--- src/rtl/pe_if.sv ---
// pe_if: operand/result bundle for one weight-stationary processing element.
//   master : drives clear, weight_load, a_in, weight_in, psum_in; observes outputs
//   slave  : the PE side; observes the inputs and drives a_out, weight_out, psum_out
interface pe_if #(
    parameter int DATA_W = 8,
    parameter int ACC_W  = 32
);
    logic              clear;
    logic              weight_load;
    logic [DATA_W-1:0] a_in;
    logic [DATA_W-1:0] weight_in;
    logic [ACC_W-1:0]  psum_in;
    logic [DATA_W-1:0] a_out;
    logic [DATA_W-1:0] weight_out;
    logic [ACC_W-1:0]  psum_out;

    modport master (
        output clear, weight_load, a_in, weight_in, psum_in,
        input  a_out, weight_out, psum_out
    );

    modport slave (
        input  clear, weight_load, a_in, weight_in, psum_in,
        output a_out, weight_out, psum_out
    );
endinterface

--- src/rtl/pe.sv ---
// pe: weight-stationary MAC processing element, two pipeline stages.
//   clk  : clock, rising edge
//   rst  : asynchronous active-high reset, zeroes all state
//   bus  : pe_if slave
//     clear       - synchronous clear of psum stage registers (higher priority than MAC)
//     weight_load - capture weight_in into the stationary weight register
//     a_in/psum_in- operands, accepted every cycle
//     a_out       - a_in delayed one cycle, for the next PE
//     weight_out  - stationary weight
//     psum_out    - a*w + psum, two cycles after a_in/psum_in
module pe #(
    parameter int DATA_W = 8,
    parameter int ACC_W  = 32
) (
    input logic clk,
    input logic rst,
    pe_if.slave bus
);
    logic [DATA_W-1:0]   a_q, a_d;
    logic [DATA_W-1:0]   w_q, w_d;
    logic [ACC_W-1:0]    psum_q, psum_d;
    logic [ACC_W-1:0]    acc_q, acc_d;
    logic [2*DATA_W-1:0] prod;
    logic [ACC_W-1:0]    prod_t;

    // Full-width product, then resized to the accumulator (truncate or zero-extend).
    assign prod   = {{DATA_W{1'b0}}, a_q} * {{DATA_W{1'b0}}, w_q};
    assign prod_t = ACC_W'(prod);

    always_comb begin
        a_d    = bus.a_in;
        w_d    = bus.weight_load ? bus.weight_in : w_q;
        // clear wins over the incoming psum and the MAC result; a/w are untouched
        psum_d = bus.clear ? '0 : bus.psum_in;
        acc_d  = bus.clear ? '0 : prod_t + psum_q;
    end

    always_ff @(posedge clk or posedge rst) begin
        if (rst) begin
            a_q    <= '0;
            w_q    <= '0;
            psum_q <= '0;
            acc_q  <= '0;
        end else begin
            a_q    <= a_d;
            w_q    <= w_d;
            psum_q <= psum_d;
            acc_q  <= acc_d;
        end
    end

    assign bus.a_out      = a_q;
    assign bus.weight_out = w_q;
    assign bus.psum_out   = acc_q;
endmodule

--- src/flat_wrapper.sv ---
// flat-port wrapper written by rule: the top's interface ports become plain ports
module pe_flat 
#(
    parameter int DATA_W = 8,
    parameter int ACC_W  = 32
)
  (clk, rst, bus_clear, bus_weight_load, bus_a_in, bus_weight_in, bus_psum_in, bus_a_out, bus_weight_out, bus_psum_out);
  pe_if #(.DATA_W(DATA_W), .ACC_W(ACC_W)) bus_i ();
  input logic clk;
  input logic rst;
  input wire logic [$bits(bus_i.clear)-1:0] bus_clear;
  input wire logic [$bits(bus_i.weight_load)-1:0] bus_weight_load;
  input wire logic [$bits(bus_i.a_in)-1:0] bus_a_in;
  input wire logic [$bits(bus_i.weight_in)-1:0] bus_weight_in;
  input wire logic [$bits(bus_i.psum_in)-1:0] bus_psum_in;
  output wire logic [$bits(bus_i.a_out)-1:0] bus_a_out;
  output wire logic [$bits(bus_i.weight_out)-1:0] bus_weight_out;
  output wire logic [$bits(bus_i.psum_out)-1:0] bus_psum_out;
  assign bus_i.clear = bus_clear;
  assign bus_i.weight_load = bus_weight_load;
  assign bus_i.a_in = bus_a_in;
  assign bus_i.weight_in = bus_weight_in;
  assign bus_i.psum_in = bus_psum_in;
  assign bus_a_out = bus_i.a_out;
  assign bus_weight_out = bus_i.weight_out;
  assign bus_psum_out = bus_i.psum_out;
  pe #(.DATA_W(DATA_W), .ACC_W(ACC_W)) u_core (.clk(clk), .rst(rst), .bus(bus_i));
endmodule
--- config.mk ---
export PLATFORM = sky130hd
export DESIGN_NAME = pe_flat
export DESIGN_NICKNAME = d
export VERILOG_FILES = /design/src/rtl/pe_if.sv /design/src/rtl/pe.sv /design/src/flat_wrapper.sv
export SDC_FILE = /design/constraint.sdc
export NUM_CORES = 1
export LEC_CHECK = 0
export CAP_MARGIN = 20
export CORE_MARGIN = 1
export CORE_UTILIZATION = 54
export DETAILED_ROUTE_END_ITERATION = 7
export PLACE_DENSITY = 0.84
export SLEW_MARGIN = 40
export SYNTH_ARGS = -nofsm -noshare
export SYNTH_HDL_FRONTEND = slang
export SYNTH_SLANG_ARGS = --single-unit
--- constraint.sdc ---
create_clock -name clk -period 5.2 [get_ports clk]
set_input_delay 1.04 -clock clk [delete_from_list [all_inputs] [get_ports clk]]
set_output_delay 1.04 -clock clk [all_outputs]
set_load 0.1 [all_outputs]
==> impl_metrics.csv <==
group,metric,value,unit
placement,gp_congestion,0.928,
yosys,netlist_area,5610,um^2
floorplan,die_y,104,um
route,vias,4130,
clocking,post_cts_buffers,0,
global_routing,antenna_found_initial,0,
min_path,hold-path-cell-count,2,
clocking,cts_resized,0,
final_layout,fillers,798,
floorplan,row_count,36,
clocking,hold_buffers,0,
yosys,synth_ff_type,"dfrtp_1",
clocking,cts_tree,"yes",
pwr,p_sw,0.00159,W
pwr,ir_drop,0.485,mV
yosys,synth_area_leaders,"dfrtp_1, fa_1, ha_1",
pwr,power_frac_clock,17.6,%
global_routing,grt-ovfl-total,0,
critical_path,rrSetupSlack,0.35,ns
yosys,ys_seq_area_share,35.7,%
yosys,syn_avg_cell_area,10.0,um^2
final_layout,syn2layout_area_growth,19.8,%
final_layout,drive_gt1_share,12.3,%
sta,fin_tns_setup,0,ns
yosys,synthCells,559,
floorplan,fp.dieW,104,um
sta,clock_skew,0.00700,ns
yosys,netlist_top_cells_count,"inv_1, dfrtp_1, fa_1",
final_layout,diodes,0,
global_routing,grt_pass1_vias,4175,
global_routing,grt_max_degree,68,
clocking,cts_buffer_depth,2,
sta,fin_crit_sh,93.4,%
global_routing,busiest_layer,"met2",
clocking,htreeDepth,3,
critical_path,cp_data_arrival_time,5.14,ns
sta,rsz0062_at_grt,"false",
sta,setup_violations,0,
placement,portBuffers,99,
yosys,synth_fp_nets,702,
yosys,async_flop_share,100,%
critical_path,required,5.48,ns
job,drv_cap,0,
critical_path,cp-start-kind,"flip-flop",
sta,drv_slew,0,
final_layout,fin_area,6730,um^2
clocking,cts.sinks,80,
critical_path,rr_startpoint,"u_core.bus.weight_out[5]$_DFFE_PP0P_",
pwr,power_leakage,3.39,nW
global_routing,grt_pass1_wl,19.4,mm
route,first_pass_iters,5,
run_status,status,"finished clean",
min_path,holdPathEnd,"u_core.bus.psum_out[30]$_DFF_PP0_",
route,viasPerCell,5.21,
sta,slew_headroom,56.3,%
yosys,synth.most_common_cell,"inv_1",
clocking,cts_buffers,9,
critical_path,r2r-end,"u_core.bus.psum_out[31]$_DFF_PP0_",
route,ant_nets,0,
global_routing,track_usage,22.6,%
route,routed_wl,11.4,mm
clocking,clkTransAtPathRegs,0.08,ns
pwr,p_sw_share,48.7,%
route,drcViolationCount,0,
pwr,fin_total_pwr,0.00327,W
placement,post-place-ws,0.387,ns
pwr,p_int,0.00168,W
sta,hold_violations,0,
floorplan,dieArea,10800,um^2
sta,setup_slack,0.345,ns
critical_path,critPathCaptureType,"flip-flop",
critical_path,worstRegToRegCells,15,
floorplan,start_util,56.7,%
yosys,synth.largest_area_cell,"dfrtp_1",
pwr,seq_power_share,22.8,%
clocking,clockRootBuffer,"clkbuf_8",
global_routing,gr-usage-met2,36.9,%
route,drt_iter0_drc,223,
sta,max_freq,206,MHz
final_layout,multi_input_area,3170,um^2
global_routing,gr-usage-met3,3.63,%
pwr,powerDensity,487,nW/um^2
route,wl_per_cell,14.4,um
yosys,ys_warn_count,0,
sta,period_minus_slack,4.85,ns
placement,dp_hpwl,8.89,mm
global_routing,met1_usage,29.9,%
sta,tightest_slew,0.656,ns
critical_path,crit_type,"flip-flop to flip-flop",
min_path,min_from,"u_core.psum_q[30]$_DFF_PP0_",
yosys,ys_ff_latch,80,
yosys,netlist.area_leader.share,35.7,%
final_layout,regArea,2000,um^2
critical_path,critPathMaxFanout,10,
yosys,ys_types,47,
final_layout,fin_nets,797,
yosys,synth_edf_count,0,
floorplan,core,9910,um^2
floorplan,ios,100,
min_path,hold_path_class,"flip-flop to flip-flop",
clocking,worstSkewPairLatency,0.37,ns
placement,post_dp_cell_area,6460,um^2
pwr,pwr-share-comb,59.6,%
[kinds of logic after synthesis]
| logic type | share of synthesized area [%] |
|---|---|
| flip-flops | 35.7 |
| AND/OR/NAND/NOR | 16.9 |
| multiplexers | 2.21 |
| AO/OA/AOI/OAI | 8.13 |
| XOR/XNOR | 2.18 |
| adder cells (fa/ha/maj) | 27.0 |
| buffers and inverters | 7.98 |
[layout make-up]
class                      count  area share, %
inverter                     100           5.60
timing repair buffer         100           11.2
tap                          133           2.47
sequential                    80           29.8
clock buffer                  12           2.31
clock inverter                 4           1.47
multi-input combinational    363           47.2
[state kept, by name (all words and copies together), names as in the netlist]
register               flops
u_core.bus.a_out           8
u_core.bus.psum_out       32
u_core.bus.weight_out      8
u_core.psum_q             32
[worst max-delay path, cell delays in order, from the launching register on]
cell,delay [ns]
dfrtp_1,0.57
nand2_1,0.12
fa_1,0.48
fa_1,0.54
inv_1,0.05
fa_1,0.53
inv_1,0.05
fa_1,0.52
inv_1,0.04
ha_1,0.39
and3_1,0.24
a221oi_2,0.10
o41ai_2,0.32
a21oi_2,0.12
or4_1,0.51
a21oi_1,0.17
[through the flow]
step           util, %  hold slack, ns  cells
3_3_place_gp      67.6           0.528    776
5_1_grt           67.9           0.586    792
3_5_place_dp      65.2           0.534    776
2_1_floorplan        -           0.503    559
4_1_cts           67.8           0.550    792
6_report          67.9           0.551    792
[per-layer routing]
metal | part of all wire (%) | routed length (um)
met5 | 0 | 0
met4 | 2.0 | 224
met3 | 5.0 | 570
met2 | 50 | 5690
met1 | 43 | 4900
[how the worst max path moves through the flow]
stage	startpoint	endpoint	slack, ns
3_5_place_dp	u_core.bus.a_out[0]$_DFF_PP0_	u_core.bus.psum_out[28]$_DFF_PP0_	0.39
6_report	u_core.bus.weight_out[5]$_DFFE_PP0P_	u_core.bus.psum_out[31]$_DFF_PP0_	0.35
2_1_floorplan	u_core.bus.weight_out[1]$_DFFE_PP0P_	u_core.bus.psum_out[29]$_DFF_PP0_	0.009
3_3_place_gp	u_core.bus.weight_out[4]$_DFFE_PP0P_	u_core.bus.psum_out[29]$_DFF_PP0_	0.44
5_1_grt	u_core.bus.weight_out[4]$_DFFE_PP0P_	u_core.bus.psum_out[28]$_DFF_PP0_	0.11
4_1_cts	u_core.bus.weight_out[4]$_DFFE_PP0P_	u_core.bus.psum_out[31]$_DFF_PP0_	0.34
[cells in the final DEF, fill, tap and decap left out, types with 4 or more instances in the layout]
master,count
clkbuf_8,11
and3_1,8
nand2_1,43
o21ai_0,8
nor2_1,24
a21oi_1,19
xnor2_1,10
fa_1,50
nor2b_1,41
nand3_1,9
nor3_1,10
a21o_1,7
xor2_1,4
inv_1,99
dfrtp_1,80
mux2_2,8
clkdlybuf4s50_1,50
o211ai_1,6
ha_1,41
and2_1,36
buf_2,48
[power groups by stage]
stage	Clock, W	Sequential, W	Combinational, W
after floorplan	0	0.00118	0.00117
after global placement	0	0.000758	0.00195
after detailed placement	0	0.000757	0.00193
after CTS	0.000586	0.000745	0.00195
after global routing	0.000614	0.000755	0.00216
final	0.000578	0.000745	0.00195
Note: power is estimated with default switching activity, not from simulation.
